===== config.mk =====
export PLATFORM = sky130hd
export DESIGN_NAME = keypad_digit_source
export DESIGN_NICKNAME = d
export VERILOG_FILES = /design/src/rtl/saleterminal_pkg.sv /design/src/rtl/sync_2ff.sv /design/src/rtl/keypad_digit_source.sv
export SDC_FILE = /design/constraint.sdc
export NUM_CORES = 1
export LEC_CHECK = 0
export BUFFER_PORTS_ARGS = -buffer_cell sky130_fd_sc_hd__buf_4
export CORE_AREA = 2 2 89 91
export CTS_CLUSTER_SIZE = 20
export DETAILED_ROUTE_END_ITERATION = 10
export DIE_AREA = 0 0 91 93
export HOLD_SLACK_MARGIN = 0.08
export SLEW_MARGIN = 20
export SYNTH_ARGS = -nofsm -noshare
export SYNTH_HDL_FRONTEND = slang
export SYNTH_SLANG_ARGS = --single-unit

===== constraint.sdc =====
create_clock -name CLK -period 3.2 [get_ports CLK]
set_input_delay 0.32 -clock CLK [delete_from_list [all_inputs] [get_ports CLK]]
set_output_delay 0.32 -clock CLK [all_outputs]
set_load 0.05 [all_outputs]

===== src/rtl/saleterminal_pkg.sv =====
// Shared sale-terminal definitions: keypad FSM states, command key codes, key map.
// No logic state; helpers are pure functions.
// No flow control of its own.
package saleterminal_pkg;

   typedef enum logic [2:0] {
      SCAN      = 3'd0,
      DEB_PRESS = 3'd1,
      EMIT      = 3'd2,
      WAIT_REL  = 3'd3,
      DEB_REL   = 3'd4
   } kp_state_t;

   typedef struct packed {
      logic [1:0] row;
      logic [3:0] pat;
   } key_hit_t;

   localparam logic [3:0] KEY_CMD_A    = 4'd10;
   localparam logic [3:0] KEY_CMD_B    = 4'd11;
   localparam logic [3:0] KEY_CMD_C    = 4'd12;
   localparam logic [3:0] KEY_CMD_D    = 4'd13;
   localparam logic [3:0] KEY_CMD_STAR = 4'd14;
   localparam logic [3:0] KEY_CMD_HASH = 4'd15;

   localparam logic [3:0] COLS_IDLE = 4'b1111;

   // Layout: 1 2 3 A / 4 5 6 B / 7 8 9 C / * 0 # D
   function automatic logic [3:0] keymap(input logic [1:0] row, input logic [1:0] col);
      logic [3:0] code;
      case ({row, col})
         4'h0:    code = 4'd1;
         4'h1:    code = 4'd2;
         4'h2:    code = 4'd3;
         4'h3:    code = KEY_CMD_A;
         4'h4:    code = 4'd4;
         4'h5:    code = 4'd5;
         4'h6:    code = 4'd6;
         4'h7:    code = KEY_CMD_B;
         4'h8:    code = 4'd7;
         4'h9:    code = 4'd8;
         4'hA:    code = 4'd9;
         4'hB:    code = KEY_CMD_C;
         4'hC:    code = KEY_CMD_STAR;
         4'hD:    code = 4'd0;
         4'hE:    code = KEY_CMD_HASH;
         default: code = KEY_CMD_D;
      endcase
      return code;
   endfunction

   function automatic logic [2:0] count_low(input logic [3:0] cols);
      logic [2:0] n;
      n = 3'd0;
      for (int i = 0; i < 4; i++) begin
         n = n + 3'(~cols[i]);
      end
      return n;
   endfunction

   function automatic logic [1:0] low_index(input logic [3:0] cols);
      logic [1:0] idx;
      idx = 2'd0;
      for (int i = 0; i < 4; i++) begin
         if (!cols[i]) idx = 2'(i);
      end
      return idx;
   endfunction

endpackage


===== src/rtl/sync_2ff.sv =====
// Two-flop synchroniser for slow asynchronous inputs, resets to all-ones (idle pull-up level).
// Latency: 2 clocks.
// No backpressure; samples every clock.
module sync_2ff #(
   parameter int WIDTH = 4
) (
   input  logic             clk,
   input  logic             rst_n,
   input  logic [WIDTH-1:0] d,
   output logic [WIDTH-1:0] q
);

   logic [WIDTH-1:0] meta;

   always_ff @(posedge clk or negedge rst_n) begin
      if (!rst_n) begin
         meta <= '1;
         q    <= '1;
      end else begin
         meta <= d;
         q    <= meta;
      end
   end

endmodule


===== src/rtl/keypad_digit_source.sv =====
// 4x4 keypad scanner with press/release debounce; one strobe per physical press.
// Latency: strobe DEBOUNCE_CYCLES+1 clocks after the first dwell sample that sees the key.
// No backpressure: consumer must take Digit_valid/Cmd_valid in the strobe cycle.
module keypad_digit_source
   import saleterminal_pkg::*;
#(
   parameter int SCAN_DIV        = 5000,
   parameter int DEBOUNCE_CYCLES = 500000
) (
   input  logic       CLK,
   input  logic       RESET_N,
   input  logic [3:0] COL_N,
   output logic [3:0] ROW_N,
   output logic [3:0] Key_code,
   output logic       Digit_valid,
   output logic       Cmd_valid,
   output logic       Busy
);

   localparam int DW  = $clog2(SCAN_DIV);
   localparam int DBW = (DEBOUNCE_CYCLES > 1) ? $clog2(DEBOUNCE_CYCLES) : 1;
   localparam logic [DW-1:0]  DWELL_LAST = DW'(SCAN_DIV - 1);
   localparam logic [DBW-1:0] DEB_LAST   = DBW'(DEBOUNCE_CYCLES - 1);

   kp_state_t      state;
   kp_state_t      state_nxt;
   logic [1:0]     row_idx;
   logic [DW-1:0]  dwell;
   logic [DBW-1:0] deb_cnt;
   key_hit_t       hit;
   logic [3:0]     cols;
   logic [2:0]     n_low;
   logic           sample;
   logic           deb_done;
   logic           cols_idle;
   logic [3:0]     emit_code;

   sync_2ff #(.WIDTH(4)) u_col_sync (
      .clk   (CLK),
      .rst_n (RESET_N),
      .d     (COL_N),
      .q     (cols)
   );

   assign n_low     = count_low(cols);
   assign sample    = (dwell == DWELL_LAST);
   assign deb_done  = (deb_cnt == DEB_LAST);
   assign cols_idle = (cols == COLS_IDLE);
   assign emit_code = keymap(hit.row, low_index(hit.pat));

   always_ff @(posedge CLK or negedge RESET_N) begin
      if (!RESET_N) state <= SCAN;
      else          state <= state_nxt;
   end

   always_comb begin
      state_nxt = state;
      case (state)
         SCAN: begin
            if (sample) begin
               if (n_low == 3'd1)      state_nxt = DEB_PRESS;
               else if (n_low != 3'd0) state_nxt = WAIT_REL;
            end
         end
         DEB_PRESS: begin
            if (cols != hit.pat) state_nxt = SCAN;
            else if (deb_done)   state_nxt = EMIT;
         end
         EMIT:     state_nxt = WAIT_REL;
         WAIT_REL: begin
            if (cols_idle) state_nxt = DEB_REL;
         end
         DEB_REL: begin
            if (!cols_idle)    state_nxt = WAIT_REL;
            else if (deb_done) state_nxt = SCAN;
         end
         default:  state_nxt = SCAN;
      endcase
   end

   always_comb begin
      ROW_N = ~(4'b0001 << row_idx);
      Busy  = (state != SCAN);
   end

   // Row index only moves on an idle sample or after a completed release; a key keeps its row held.
   always_ff @(posedge CLK or negedge RESET_N) begin
      if (!RESET_N) begin
         row_idx     <= 2'd0;
         dwell       <= '0;
         deb_cnt     <= '0;
         hit         <= '{row: 2'd0, pat: COLS_IDLE};
         Key_code    <= 4'd0;
         Digit_valid <= 1'b0;
         Cmd_valid   <= 1'b0;
      end else begin
         Digit_valid <= 1'b0;
         Cmd_valid   <= 1'b0;
         case (state)
            SCAN: begin
               if (sample) begin
                  dwell <= '0;
                  if (n_low == 3'd1) begin
                     hit     <= '{row: row_idx, pat: cols};
                     deb_cnt <= '0;
                  end else if (n_low == 3'd0) begin
                     row_idx <= row_idx + 2'd1;
                  end
               end else begin
                  dwell <= dwell + DW'(1);
               end
            end
            DEB_PRESS: begin
               if (cols != hit.pat) dwell   <= '0;
               else if (!deb_done)  deb_cnt <= deb_cnt + DBW'(1);
            end
            EMIT: begin
               Key_code    <= emit_code;
               Digit_valid <= (emit_code < KEY_CMD_A);
               Cmd_valid   <= (emit_code >= KEY_CMD_A);
            end
            WAIT_REL: begin
               if (cols_idle) deb_cnt <= '0;
            end
            DEB_REL: begin
               if (cols_idle) begin
                  if (deb_done) begin
                     row_idx <= row_idx + 2'd1;
                     dwell   <= '0;
                  end else begin
                     deb_cnt <= deb_cnt + DBW'(1);
                  end
               end
            end
            default: ;
         endcase
      end
   end

   a_strobe_excl: assert property (@(posedge CLK) disable iff (!RESET_N)
      !(Digit_valid && Cmd_valid));
   a_strobe_single: assert property (@(posedge CLK) disable iff (!RESET_N)
      (Digit_valid || Cmd_valid) |=> !(Digit_valid || Cmd_valid));

endmodule


### Word level (Yosys, flattened, before mapping)

Memory sizes are Yosys's and may differ from the RTL's.
Cells that the tools add are included.

| word-level totals | value |
|---|---|
| input port bits | 6 |
| memories | 1 |
| flip-flop bits (word level) | 57 |
| ROM bits | 64 |
| logic and storage cells | 91 |

| cells by class | value |
|---|---|
| muxes and demuxes | 32 |
| bitwise logic cells | 5 |
| shifts and indexed selects | 1 |
| magnitude comparators | 2 |
| reduce and logical (&&, ||, !) cells | 12 |
| equality and inequality tests | 21 |
| add/sub/neg operators | 6 |

Memory list:

| memory | words | bits a word | read ports | clocked after memory_dff | write ports | line | source |
|---|---|---|---|---|---|---|---|
| (no name shown) | 16 | 4 | 1 | 0 | 0 | saleterminal_pkg.sv:31 | `case ({row, col})` |

Operators with widths:

| cell | number |
|---|---|
| $mux W19 | 6 |
| $pmux W19 S4 | 1 |
| $mux W13 | 4 |
| $pmux W13 S3 | 1 |
| $mux W3 | 8 |
| $add A19 B1 Y19 const B | 1 |
| $eq A19 B19 Y1 const B | 1 |
| $ne A2 B2 Y1 const B | 9 |
| $pmux W3 S5 | 1 |
| $mux W2 | 7 |
| $add A13 B1 Y13 const B | 1 |
| $eq A13 B13 Y1 const B | 1 |
| $not A1 Y3 | 4 |
| $reduce_and A6 Y1 | 2 |
| $add A3 B3 Y3 | 3 |
| $ne A3 B3 Y1 const B | 3 |
| $reduce_bool A3 Y1 | 3 |
| $eq A3 B1 Y1 const B | 2 |
| $eq A3 B2 Y1 const B | 2 |
| $logic_not A3 Y1 | 2 |
| $reduce_and A5 Y1 | 1 |
| $eq A4 B4 Y1 const B | 1 |
| $ge A4 B4 Y1 const B | 1 |
| $lt A4 B4 Y1 const B | 1 |
| 11 further kinds | 13 |

### Longest topological paths before layout

Gate-level depths: netlist (run 1).

| depth | value |
|---|---|
| word-level depth | 9 |
| depth in mapped cells | 11 |

### Cells and area by module

A second synthesis (run 1) with hierarchy kept.

| unflattened totals | value |
|---|---|
| cells, all modules | 344 |
| area, all modules | 3286.9 um^2 |

Modules (own cells, without submodules):

| module | cells an instance | seq. area each (um^2) | instances | area an instance (um^2) |
|---|---|---|---|---|
| keypad_digit_source | 336 | 1231.2 | 1 | 3076.7 |
| sync_2ff | 8 | 210.2 | 1 | 210.2 |

### Worst setup path after synthesis (run 1)

No wires, ideal clock.

| timing | value |
|---|---|
| path kind | register -> register |
| start point | reg u_col_sync.q[0] |
| end point | reg state[1] |
| clock period less this slack | 2963 ps |
| stages on the path, launching flop included | 12 |
| required time | 3080 ps |
| arrival | 2844 ps |
| path slack | 237 ps |
| cell sequence | dfstp_2 -> fa_1 -> inv_1 -> ha_1 -> ha_1 -> nor2_1 -> a21oi_1 -> o311a_1 -> or4_1 -> buf_6 -> buf_6 -> a31o_1 |

| between the ends | value |
|---|---|
| longest elaborated chain between the ends | 8 |
| elaborated cells between the ends (all ways) | 18 |

Ends and longest elaborated chain:

| what | line | source |
|---|---|---|
| start, declared | sync_2ff.sv:10 | `output logic [WIDTH-1:0] q` |
| start signal, assigned | sync_2ff.sv:21 | `q <= meta;` |
| $not A1 Y3 | saleterminal_pkg.sv:56 | `n = n + 3'(~cols[i]);` |
| $add A3 B3 Y3 (3 in series) | saleterminal_pkg.sv:56 |  |
| $eq A3 B1 Y1 | keypad_digit_source.sv:61 | `if (n_low == 3'd1) state_nxt = DEB_PRESS;` |
| $mux W3 | keypad_digit_source.sv:61 |  |
| $mux W3 | keypad_digit_source.sv:60 | `if (sample) begin` |
| $pmux W3 S5 | keypad_digit_source.sv:58 | `case (state)` |
| end signal, assigned | keypad_digit_source.sv:53 | `else state <= state_nxt;` |
| end, declared | keypad_digit_source.sv:25 | `kp_state_t state;` |

Parallel ways exist; a longest one is shown, timed or not. The select of a mux whose other input is x is not followed.
A chain may end at the register's enable or synchronous reset.

### Worst setup path after layout (run 1)

| timing | value |
|---|---|
| start point | reg u_col_sync.q[1] |
| end point | reg deb_cnt[11] |

| between the ends | value |
|---|---|
| longest elaborated chain between the ends | 7 |
| elaborated cells between the ends (all ways) | 12 |

Ends and longest elaborated chain:

| what | line | source |
|---|---|---|
| $not A1 Y3 | saleterminal_pkg.sv:56 |  |
| $add A3 B3 Y3 (3 in series) | saleterminal_pkg.sv:56 |  |
| $eq A3 B1 Y1 | keypad_digit_source.sv:103 | `if (n_low == 3'd1) begin` |
| $ne A2 B2 Y1 (no line) | - |  |
| $reduce_and A6 Y1 (no line) * | - |  |
| end signal, assigned | keypad_digit_source.sv:115 | `else if (!deb_done) deb_cnt <= deb_cnt + DBW'(1);` |
| end signal, assigned | keypad_digit_source.sv:131 | `deb_cnt <= deb_cnt + DBW'(1);` |
| end, declared | keypad_digit_source.sv:29 | `logic [DBW-1:0] deb_cnt;` |

Mark *: on every way between the ends. The rest lies on a longest branch, timed or not.

==> results of run 1 <==
-- worst reg2reg max path: cells and delay by family, from the launching register on --
kind	cells	cell delay, ps
buffers and inverters	2	250
AO/OA/AOI/OAI	3	670
adder cells (fa/ha/maj)	3	790
flip-flops	1	570
AND/OR/NAND/NOR	2	660
-- what timing repair did --
action / 4_1_cts / 5_1_grt
hold buffers: 2 / 0
endpoints found under the setup margin: 0 / 6
endpoints found under the hold margin: 12 / 0
gates resized for setup: 0 / 4
-- where the power goes --
part / total [W] / switching (W) / internal (W)
Sequential: 0.000734 / 0.00000409 / 0.000730
Combinational: 0.0000667 / 0.0000448 / 0.0000219
Clock: 0.000720 / 0.000276 / 0.000444
-- cells by family (layout without fill, tap and decap cells) --
logic type | after synthesis | after routing | synth area share
AOI/OAI and AO/OA | 97 | 97 | 0.199
xor gates and xnor gates | 7 | 7 | 0.0185
adders and majority gates | 15 | 15 | 0.0589
buffers and inverters | 43 | 62 | 0.0536
DFF | 57 | 57 | 0.435
muxes | 14 | 14 | 0.0461
and+or+nand+nor | 118 | 118 | 0.188
-- metal layers --
layer  vias up  routed length (µm)  part of all wire  global-route usage
met1      1300                3600              0.51               0.264
li1       1347                   -                 -                   -
met3         7                 246             0.035              0.0322
met4         0                  76             0.011              0.0619
met2        61                3170              0.45               0.271
met5         -                   0                 0                   0
-- sequential cells by signal, summed over array words and instances (netlist names) --
| name | cells |
|---|---|
| deb_cnt | 19 |
| u_col_sync.q | 4 |
| Cmd_valid | 1 |
| Key_code | 4 |
| dwell | 13 |
| Digit_valid | 1 |
| state | 3 |
| hit | 6 |
| u_col_sync.meta | 4 |
| row_idx | 2 |
-- how the worst max path moves through the flow --
stage	start	endpoint	slack, ps	cells past startpoint
final	u_col_sync.q[1]	deb_cnt[11]	150	10
after global routing	u_col_sync.q[1]	deb_cnt[11]	10	10
after CTS	u_col_sync.q[1]	deb_cnt[11]	20	10
after detailed placement	u_col_sync.q[1]	deb_cnt[11]	50	10
after global placement	u_col_sync.q[1]	deb_cnt[11]	120	10
after floorplan	u_col_sync.q[0]	state[1]	240	11
-- layout by cell type, fill, tap and decap left out, drive strengths merged, types with 2 or more instances in the layout --
| cell | netlist | layout |
|---|---|---|
| dfrtp | 45 | 45 |
| o31ai | 24 | 24 |
| buf | 6 | 24 |
| nand2 | 23 | 23 |
| nor2 | 21 | 21 |
| inv | 20 | 20 |
| a31oi | 18 | 18 |
| a21oi | 18 | 18 |
| nand3 | 18 | 18 |
| o21ai | 15 | 15 |
| ha | 14 | 14 |
| clkbuf | 17 | 14 |
| dfstp | 12 | 12 |
| mux2 | 10 | 10 |
| o41ai | 10 | 10 |
| nand4 | 9 | 9 |
| nor3 | 8 | 8 |
| nor4 | 8 | 8 |
| and3 | 7 | 7 |
| and2 | 6 | 6 |
| nand2b | 6 | 6 |
| xor2 | 5 | 5 |
| mux2i | 4 | 4 |
| o211ai | 3 | 3 |
| or4 | 3 | 3 |
| xnor2 | 2 | 2 |
| nor3b | 2 | 2 |
| and4 | 2 | 2 |
| o21a | 2 | 2 |
| dlygate4sd3 | 0 | 2 |
-- metrics by stage --
| step | utilization | total power [W] | setup WS (ps) |
|---|---|---|---|
| global placement | 0.468 | 0.000811 | 116 |
| finish | 0.503 | 0.00152 | 146 |
| detailed placement | 0.468 | 0.000812 | 49.9 |
| global route | 0.503 | 0.00159 | 10.2 |
| floorplan | - | 0.000780 | 237 |
| CTS | 0.500 | 0.00155 | 24.9 |
-- layout make-up --
type | count | area, µm²
Fill cell | 721 | 3740
Clock inverter | 2 | 35.0
Clock buffer | 14 | 183
Timing Repair Buffer | 26 | 204
Multi-Input combinational cell | 251 | 1720
Inverter | 20 | 75.1
Sequential cell | 57 | 1440
Tap cell | 102 | 128
==> results.txt, run 1 <==
status -> completed
Tot GR Track Use -> 0.181
Post-synth top cells -> dfrtp_1 (45), nand2_1 (23), o31ai_1 (23)
initial drt markers -> 202
Critical Path RT -> 3430 ps
Worst Hold Slack -> 96.1 ps
DRT antenna net count -> 0
CTS max path bufs -> 2
Leakage -> 1.61 nW
predominant post-synthesis flop cell -> dfrtp_1
Synth Instances -> 351
post-synth top area share -> 0.340
clock root buffer -> clkbuf_8
Crit Path Max Fanout -> 19
Placer Congestion -> 0.790
Arr. time, crit path -> 3290 ps
first-pass GRT wire length -> 12500 µm
top cells by area, synth -> dfrtp_1 (34%), dfstp_2 (9.5%), ha_1 (5.3%), o31ai_1 (5.2%), a31oi_1 (3.4%)
initial antenna violation count -> 0
drt drc -> 0
#FFs+latches synth -> 57
peak supply drop -> 257 µV
clk slew on worst S/H paths -> 70 ps
Hold Path Origin -> COL_N[3]
Async S/R FF share, synth -> 1.00
fin crit share -> 0.954
EDFF count, synth -> 0
Max Fclk -> 327 MHz
num ports -> 17
Die W -> 91 µm
I/O Buffers -> 16
Synth Warn # -> 0
Hold Path Class -> primary input to register
Buffers & Inverters on Critical Path -> 2
vias in the first global route -> 2613
Hold Crit Depth -> 1
via count -> 2715
Final Hold Fails -> 0
r2r setup slk -> 150 ps
RSZ-0062 raised after global routing -> no
initial core utilization -> 0.440
post-CTS setup repair buffer count -> 0
DRT Wirelength -> 7100 µm
post-synth top area cell -> dfrtp_1
cells on worst reg2reg path -> 10
first drt pass iteration count -> 4
placed cell count -> 454
design area -> 3780 µm²
peak per-stage delay on the critical path -> 570 ps
crit-path leading delay family -> adder cells
# H-tree levels -> 3
slowest CP cell -> dfstp_2
Worst-Margin Slew -> 753 ps
most frequent CP cell -> ha_1
layout cell share with drive strength beyond 1 -> 0.184
Setup CP Type -> register to register
# nets final -> 386
GRT overflow -> 0
die area -> 8460 µm²
minimum clock period -> 3050 ps
Skew-Pair Late Insertion Delay -> 330 ps
worst r2r src -> u_col_sync.q[1]
Placed Area -> 3530 µm²
synthesis-to-finish area growth -> 14.2%
Final setup viols -> 0
core area -> 7530 µm²
post-DP HPWL -> 4670 µm
Slew Limit Fails -> 0
register area share after synthesis -> 0.435
wire length per cell -> 15.0 µm
Post-Layout Cell Count -> 472
startpoint types -> register
Clock Skew -> 11.8 ps
Crit. End Element -> register
height of the chip -> 93 µm
number of placement rows -> 32
critical path, cell by cell -> fa_1 -> inv_1 -> ha_1 -> ha_1 -> nor2_2 -> a21oi_1 -> o311a_1 -> or4_1 -> buf_6 -> o41ai_2
largest net degree at the start of global routing -> 58
Synth cell types -> 47
syn_nets -> 372
Pwr per Cell Area -> 402 nW/µm²
maxcap violations -> 0
CTS sink count -> 57
CTS Buf Count -> 9
synthesized area per cell -> 9.44 µm²
synthesized area -> 3310 µm²
Slew HR -> 0.498
post-route setup TNS -> 0 ps
CTS tree -> yes
vias per inst -> 5.75
count leader, synth -> dfrtp_1
RR Endpoint -> deb_cnt[11]
antenna cells -> 0
Hold EP -> u_col_sync.meta[3]
Power figures use the tool's default switching activity.
==> run 2, diff against run 1 <==
--- a/config.mk
+++ b/config.mk
@@ -6,12 +6,14 @@
 export NUM_CORES = 1
 export LEC_CHECK = 0
 export BUFFER_PORTS_ARGS = -buffer_cell sky130_fd_sc_hd__buf_4
-export CORE_AREA = 2 2 89 91
+export CORE_AREA = 2 2 81 83
 export CTS_CLUSTER_SIZE = 20
 export DETAILED_ROUTE_END_ITERATION = 10
-export DIE_AREA = 0 0 91 93
+export DIE_AREA = 0 0 83 85
 export HOLD_SLACK_MARGIN = 0.08
+export PLACE_DENSITY = 0.71
 export SLEW_MARGIN = 20
 export SYNTH_ARGS = -nofsm -noshare
 export SYNTH_HDL_FRONTEND = slang
+export SYNTH_HIERARCHICAL = 1
 export SYNTH_SLANG_ARGS = --single-unit
==> results.txt, run 2 <==
register area share after synthesis -> 0.439 (was 0.435)
placed cell count -> 428 (was 454)
Placed Area -> 3500 µm² (was 3530 µm²)
post-synth top area share -> 0.343 (was 0.340)
synthesized area -> 3290 µm² (was 3310 µm²)
Slew Limit Fails -> 0 (unchanged)
EDFF count, synth -> 0 (unchanged)
design area -> 3780 µm² (about the same)
top cells by area, synth -> dfrtp_1 (34%), dfstp_2 (9.6%), ha_1 (5.3%), o41ai_1 (3.5%), a31oi_1 (3.4%) (was dfrtp_1 (34%), dfstp_2 (9.5%), ha_1 (5.3%), o31ai_1 (5.2%), a31oi_1 (3.4%))
I/O Buffers -> 16 (unchanged)
Clock Skew -> 7.37 ps (was 11.8 ps)
Synth Warn # -> 6 (was 0)
final-layout fill cell count -> 537 (was 721)
Final setup viols -> 0 (unchanged)
minimum clock period -> 3020 ps (was 3050 ps)
Final Hold Fails -> 0 (unchanged)
Synth Instances -> 344 (was 351)
initial drt markers -> 173 (was 202)
clk slew on worst S/H paths -> 70 ps (about the same)
layout cell share with drive strength beyond 1 -> 0.196 (was 0.184)
post-synth top area cell -> dfrtp_1 (unchanged)
Setup CP Type -> register to register (unchanged)
critical path launch point -> u_col_sync/q[0] (was u_col_sync.q[1])
Post-synth top cells -> dfrtp_1 (45), nand2_1 (29), inv_1 (22) (was dfrtp_1 (45), nand2_1 (23), o31ai_1 (23))
most frequent CP cell -> ha_1 (unchanged)
CTS max path bufs -> 2 (unchanged)
Placer Congestion -> 0.821 (was 0.790)
register with the most flip-flops -> deb_cnt (unchanged)
Tot GR Track Use -> 0.219 (was 0.181)
DP Worst Slack -> 37.6 ps (was 49.9 ps)
#FFs+latches synth -> 57 (unchanged)
worst r2r src -> u_col_sync/q[0] (was u_col_sync.q[1])
Skew-Pair Late Insertion Delay -> 340 ps (was 330 ps)
Die W -> 83 µm (was 91 µm)
post-route setup TNS -> 0 ps (unchanged)
clock root buffer -> clkbuf_8 (unchanged)
r2r setup slk -> 180 ps (was 150 ps)
DRT antenna net count -> 0 (unchanged)
most common cell after layout, fill and taps aside -> dfrtp_1 (unchanged)
drt drc -> 0 (unchanged)
number of flip-flops under the largest register name -> 19 (unchanged)
predominant post-synthesis flop cell -> dfrtp_1 (unchanged)
Arr. time, crit path -> 3240 ps (was 3290 ps)
die area -> 7060 µm² (was 8460 µm²)
count leader, synth -> dfrtp_1 (unchanged)
Worst Hold Slack -> 357 ps (was 96.1 ps)
# H-tree levels -> 3 (unchanged)
vias in the first global route -> 2646 (was 2613)
final worst slack -> 184 ps (was 146 ps)
core area -> 6200 µm² (was 7530 µm²)
# nets final -> 388 (was 386)
Slew HR -> 0.533 (was 0.498)
Pwr per Cell Area -> 398 nW/µm² (was 402 nW/µm²)
peak supply drop -> 268 µV (was 257 µV)
Crit Path Max Fanout -> 4 (was 19)
Max Fclk -> 332 MHz (was 327 MHz)
DRT Wirelength -> 7100 µm (about the same)
antenna cells -> 0 (unchanged)
vias per inst -> 6.06 (was 5.75)
maxcap violations -> 0 (unchanged)
wire length per cell -> 15.8 µm (was 15.0 µm)
num ports -> 17 (unchanged)
CTS sink count -> 57 (unchanged)
first drt pass iteration count -> 4 (unchanged)
Leakage -> 1.60 nW (was 1.61 nW)
fin crit share -> 0.942 (was 0.954)
number of placement rows -> 29 (was 32)
Crit. End Element -> register (unchanged)
GRT overflow -> 0 (unchanged)
via count -> 2721 (was 2715)
Synth cell types -> 53 (was 47)
syn_nets -> 365 (was 372)
CTS Buf Count -> 9 (unchanged)
height of the chip -> 85 µm (was 93 µm)
startpoint types -> register (unchanged)
peak per-stage delay on the critical path -> 540 ps (was 570 ps)
RSZ-0062 raised after global routing -> no (unchanged)
capture point of the critical path -> deb_cnt[13] (was deb_cnt[11])
Top Registers -> deb_cnt (19), dwell (13), hit (6) (unchanged)
most frequent cells in the layout -> dfrtp_1 (45), nand2_1 (29), buf_4 (27), inv_1 (22), nor2_1 (19) (was dfrtp_1 (45), nand2_1 (23), o31ai_1 (23), buf_4 (23))
Hold Path Class -> register to register (was primary input to register)
critical path, cell by cell -> fa_1 -> inv_1 -> ha_1 -> ha_1 -> nor4b_4 -> a2111o_1 -> o211ai_1 -> or3_1 -> a221o_1 (was fa_1 -> inv_1 -> ha_1 -> ha_1 -> nor2_2 -> a21oi_1 -> o311a_1 -> or4_1 -> buf_6 -> o41ai_2)
Async S/R FF share, synth -> 1.00 (unchanged)
cells on worst reg2reg path -> 9 (was 10)
synthesis-to-finish area growth -> 14.9% (was 14.2%)
first-pass GRT wire length -> 12600 µm (was 12500 µm)
status -> completed (unchanged)
slowest CP cell -> fa_1 (was dfstp_2)
post-DP HPWL -> 4830 µm (was 4670 µm)
RR Endpoint -> deb_cnt[13] (was deb_cnt[11])
Post-Layout Cell Count -> 449 (was 472)
synthesized area per cell -> 9.55 µm² (was 9.44 µm²)
largest net degree at the start of global routing -> 58 (unchanged)
CTS tree -> yes (unchanged)
Worst-Margin Slew -> 701 ps (was 753 ps)
initial antenna violation count -> 0 (unchanged)
initial core utilization -> 0.530 (was 0.440)
Critical Path RT -> 3420 ps (was 3430 ps)
run 2: cell types whose count changed after synthesis, moves of 4 or more:
cell,change
o21ai_0,+4
o22a_1,+4
or3_1,+4
nand4_1,-4
nand2_1,+6
o31ai_1,-15
nor3_1,+5
buf_2,+4
o21ai_1,-4
a21oi_1,-12
run 2: per-stage QoR:
step                       util  power, W
final                     0.609   0.00150
after global routing      0.609   0.00157
after CTS                 0.606   0.00152
after detailed placement  0.565  0.000822
after global placement    0.565  0.000820
after floorplan               -  0.000784
run 2: cell type report:
type,count,area (µm²),area share
timing repair buffer,32,253,0.0669
multi-input combinational,245,1700,0.450
clock inverter,7,78.8,0.0209
tap,77,96.3,0.0255
clock buffer,9,124,0.0328
inverter,22,82.6,0.0219
sequential,57,1440,0.382
run 2: power by group:
| part | leakage, nW | internal, W | switching (W) |
|---|---|---|---|
| Clock | 0.0925 | 0.000365 | 0.000318 |
| Combinational | 0.765 | 0.0000351 | 0.0000502 |
| Sequential | 0.740 | 0.000730 | 0.00000474 |
run 2: worst min path at each step:
stage / start / end / slack [ps] / depth (start not counted)
floorplan: RESET_N / Cmd_valid / 20 / 0
global placement: u_col_sync/meta[2] / u_col_sync/q[2] / 350 / 0
detailed placement: u_col_sync/meta[0] / u_col_sync/q[0] / 350 / 0
CTS: u_col_sync/meta[0] / u_col_sync/q[0] / 360 / 0
global route: u_col_sync/meta[0] / u_col_sync/q[0] / 370 / 0
finish: u_col_sync/meta[0] / u_col_sync/q[0] / 360 / 0
run 2: repair_timing:
action,CTS,global route
hold buffers,5,0
resized for setup,0,3
setup endpoints to repair,0,16
endpoints found under the hold margin,49,0
setup buffers,0,0
run 2: logic make-up after synthesis:
| group | count (synthesis) | synth area share |
|---|---|---|
| AND/OR/NAND/NOR | 124 | 0.199 |
| flip-flops | 57 | 0.439 |
| multiplexers | 15 | 0.0495 |
| XOR/XNOR | 7 | 0.0187 |
| adder cells (fa/ha/maj) | 15 | 0.0594 |
| buffers and inverters | 42 | 0.0499 |
| AO/OA/AOI/OAI | 84 | 0.185 |
run 2: metal layers:
metal / wire length, µm / GRT usage / share of wire / vias to the layer above
met5: 0 / 0 / 0 / -
met1: 3200 / 0.289 / 0.45 / 1312
li1: - / - / - / 1331
met3: 281 / 0.0477 / 0.040 / 8
met2: 3540 / 0.348 / 0.50 / 70
met4: 68 / 0.0999 / 0.0096 / 0
run 2: critical path, delay by kind of cell (launching register included):
family / cells / cell delay (ps)
AND/OR/NAND/NOR: 2 / 760
AO/OA/AOI/OAI: 3 / 660
flip-flops: 1 / 400
adder cells (fa/ha/maj): 3 / 1040
buffers and inverters: 1 / 40
==> run 3, diff against run 2 <==
--- a/config.mk
+++ b/config.mk
@@ -6,12 +6,11 @@
 export NUM_CORES = 1
 export LEC_CHECK = 0
 export BUFFER_PORTS_ARGS = -buffer_cell sky130_fd_sc_hd__buf_4
-export CORE_AREA = 2 2 81 83
+export CORE_AREA = 2 2 94 96
 export CTS_CLUSTER_SIZE = 20
 export DETAILED_ROUTE_END_ITERATION = 10
-export DIE_AREA = 0 0 83 85
+export DIE_AREA = 0 0 96 98
 export HOLD_SLACK_MARGIN = 0.08
-export PLACE_DENSITY = 0.71
 export SLEW_MARGIN = 20
 export SYNTH_ARGS = -nofsm -noshare
 export SYNTH_HDL_FRONTEND = slang
==> results.txt, run 3 (synthesis results as in run 2) <==
I/O Buffers -> 16 (unchanged)
antenna cells -> 0 (unchanged)
first drt pass iteration count -> 5 (was 4)
maxcap violations -> 0 (unchanged)
number of flip-flops under the largest register name -> 19 (unchanged)
number of placement rows -> 34 (was 29)
design area -> 3860 µm² (was 3780 µm²)
initial antenna violation count -> 0 (unchanged)
vias in the first global route -> 2646 (unchanged)
register with the most flip-flops -> deb_cnt (unchanged)
fin crit share -> 0.933 (was 0.942)
height of the chip -> 98 µm (was 85 µm)
Slew Limit Fails -> 0 (unchanged)
CTS max path bufs -> 2 (unchanged)
Arr. time, crit path -> 3190 ps (was 3240 ps)
Worst-Margin Slew -> 723 ps (was 701 ps)
final worst slack -> 216 ps (was 184 ps)
Final setup viols -> 0 (unchanged)
peak supply drop -> 184 µV (was 268 µV)
most common cell after layout, fill and taps aside -> dfrtp_1 (unchanged)
Clock Skew -> 10.2 ps (was 7.37 ps)
DRT Wirelength -> 7060 µm (was 7100 µm)
Final Hold Fails -> 0 (unchanged)
Placer Congestion -> 0.795 (was 0.821)
Placed Area -> 3560 µm² (was 3500 µm²)
# nets final -> 392 (was 388)
Skew-Pair Late Insertion Delay -> 330 ps (was 340 ps)
Pint -> 0.00123 W (was 0.00113 W)
Reg power frac -> 0.470 (was 0.489)
Sw Ratio -> 0.214 (was 0.248)
core area -> 8470 µm² (was 6200 µm²)
via count -> 2722 (was 2721)
Hold Path Class -> register to register (unchanged)
CTS sink count -> 57 (unchanged)
post-route setup TNS -> 0 ps (unchanged)
Clk pwr share -> 0.473 (was 0.455)
post-DP HPWL -> 4820 µm (was 4830 µm)
layout cell share with drive strength beyond 1 -> 0.197 (was 0.196)
Max Fclk -> 335 MHz (was 332 MHz)
Logic pwr share -> 0.056 (was 0.057)
DP Worst Slack -> 4.08 ps (was 37.6 ps)
die area -> 9410 µm² (was 7060 µm²)
Crit Path Max Fanout -> 4 (unchanged)
CTS Buf Count -> 9 (unchanged)
drt drc -> 0 (unchanged)
clk slew on worst S/H paths -> 60 ps (was 70 ps)
Setup CP Type -> register to register (unchanged)
startpoint types -> register (unchanged)
Leakage -> 1.63 nW (was 1.60 nW)
sw power -> 0.000334 W (was 0.000373 W)
Crit. End Element -> register (unchanged)
GRT overflow -> 0 (unchanged)
wire length per cell -> 14.6 µm (was 15.8 µm)
num ports -> 17 (unchanged)
largest net degree at the start of global routing -> 58 (unchanged)
initial drt markers -> 124 (was 173)
# H-tree levels -> 3 (unchanged)
Top Registers -> deb_cnt (19), dwell (13), hit (6) (unchanged)
minimum clock period -> 2980 ps (was 3020 ps)
Critical Path RT -> 3410 ps (was 3420 ps)
CTS tree -> yes (unchanged)
synthesis-to-finish area growth -> 17.4% (was 14.9%)
first-pass GRT wire length -> 12700 µm (was 12600 µm)
DRT antenna net count -> 0 (unchanged)
RSZ-0062 raised after global routing -> no (unchanged)
Die W -> 96 µm (was 83 µm)
Slew HR -> 0.513 (was 0.533)
Pwr per Cell Area -> 405 nW/µm² (was 398 nW/µm²)
Tot GR Track Use -> 0.170 (was 0.219)
vias per inst -> 5.62 (was 6.06)
status -> completed (unchanged)
initial core utilization -> 0.388 (was 0.530)
most frequent cells in the layout -> dfrtp_1 (45), buf_4 (31), nand2_1 (29), inv_1 (22), nor2_1 (19) (was dfrtp_1 (45), nand2_1 (29), buf_4 (27), inv_1 (22), nor2_1 (19))
clock root buffer -> clkbuf_8 (unchanged)
run 3: changes by cell type in the layout (fill, tap and decap cells not counted):
cell        before  now
bufinv_16        1    2
clkinvlp_4       3    0
buf_4           27   31
clkinv_2         0    1
clkbuf_8         9   10
clkinv_4         1    0
inv_6            2    0
clkbuf_1         0    3
run 3: repair_timing:
| item | 4_1_cts | 5_1_grt |
|---|---|---|
| pin swaps | 0 | 1 |
| setup buffers | 0 | 2 |
| hold endpoints to repair | 33 | 4 |
| endpoints found under the setup margin | 2 | 14 |
| hold buffers | 1 | 4 |
| gates resized for setup | 1 | 2 |
run 3: stage by stage:
step / utilization / hold slack (ps) / instances / total power, W
after global placement: 0.420 / 347 / 461 / 0.000823
after detailed placement: 0.420 / 348 / 461 / 0.000825
final: 0.456 / 354 / 484 / 0.00156
after CTS: 0.447 / 85.1 / 478 / 0.00157
after floorplan: - / 24.4 / 344 / 0.000784
after global routing: 0.456 / 360 / 484 / 0.00164
run 3: power by group through the flow:
stage	combinational, W	sequential, W	clock, W
detailed placement	0.0000777	0.000747	0
CTS	0.0000791	0.000734	0.000757
floorplan	0.0000373	0.000747	0
finish	0.0000880	0.000734	0.000739
global placement	0.0000769	0.000746	0
global route	0.0000989	0.000734	0.000806
run 3: final cells by class:
class | count | area [µm²]
Sequential cell | 57 | 1440
Multi-Input combinational cell | 245 | 1700
Inverter | 22 | 82.6
Clock buffer | 13 | 149
Clock inverter | 3 | 65.1
Fill cell | 820 | 4610
Tap cell | 108 | 135
Timing Repair Buffer | 36 | 283
run 3: critical path: stages (launching register included):
cell and delay (ps):
dfstp_2 390, fa_1 540, inv_1 40, ha_1 170, ha_1 330, nor4b_4 290, a2111o_1 140, o211ai_1 140
or3_1 450, a221o_1 370
run 3: routing by layer:
layer / global-route usage / vias up / part of all wire
met5: 0 / - / 0
met4: 0.0615 / 0 / 0.018
met3: 0.0386 / 12 / 0.040
met2: 0.256 / 52 / 0.46
met1: 0.237 / 1327 / 0.48
li1: - / 1331 / -
run 3: path summary, 6_finish.rpt:
kind                       depth (start not counted)  slack (ps)               to               start
max in group asynchronous                          2        2140      deb_cnt[18]             RESET_N
min                                                0         350  u_col_sync/q[1]  u_col_sync/meta[1]
min reg2reg                                        0         350  u_col_sync/q[1]  u_col_sync/meta[1]
max reg2reg                                        9         220      deb_cnt[13]     u_col_sync/q[0]
min in group asynchronous                          2         590      Key_code[0]             RESET_N
max                                                9         220      deb_cnt[13]     u_col_sync/q[0]
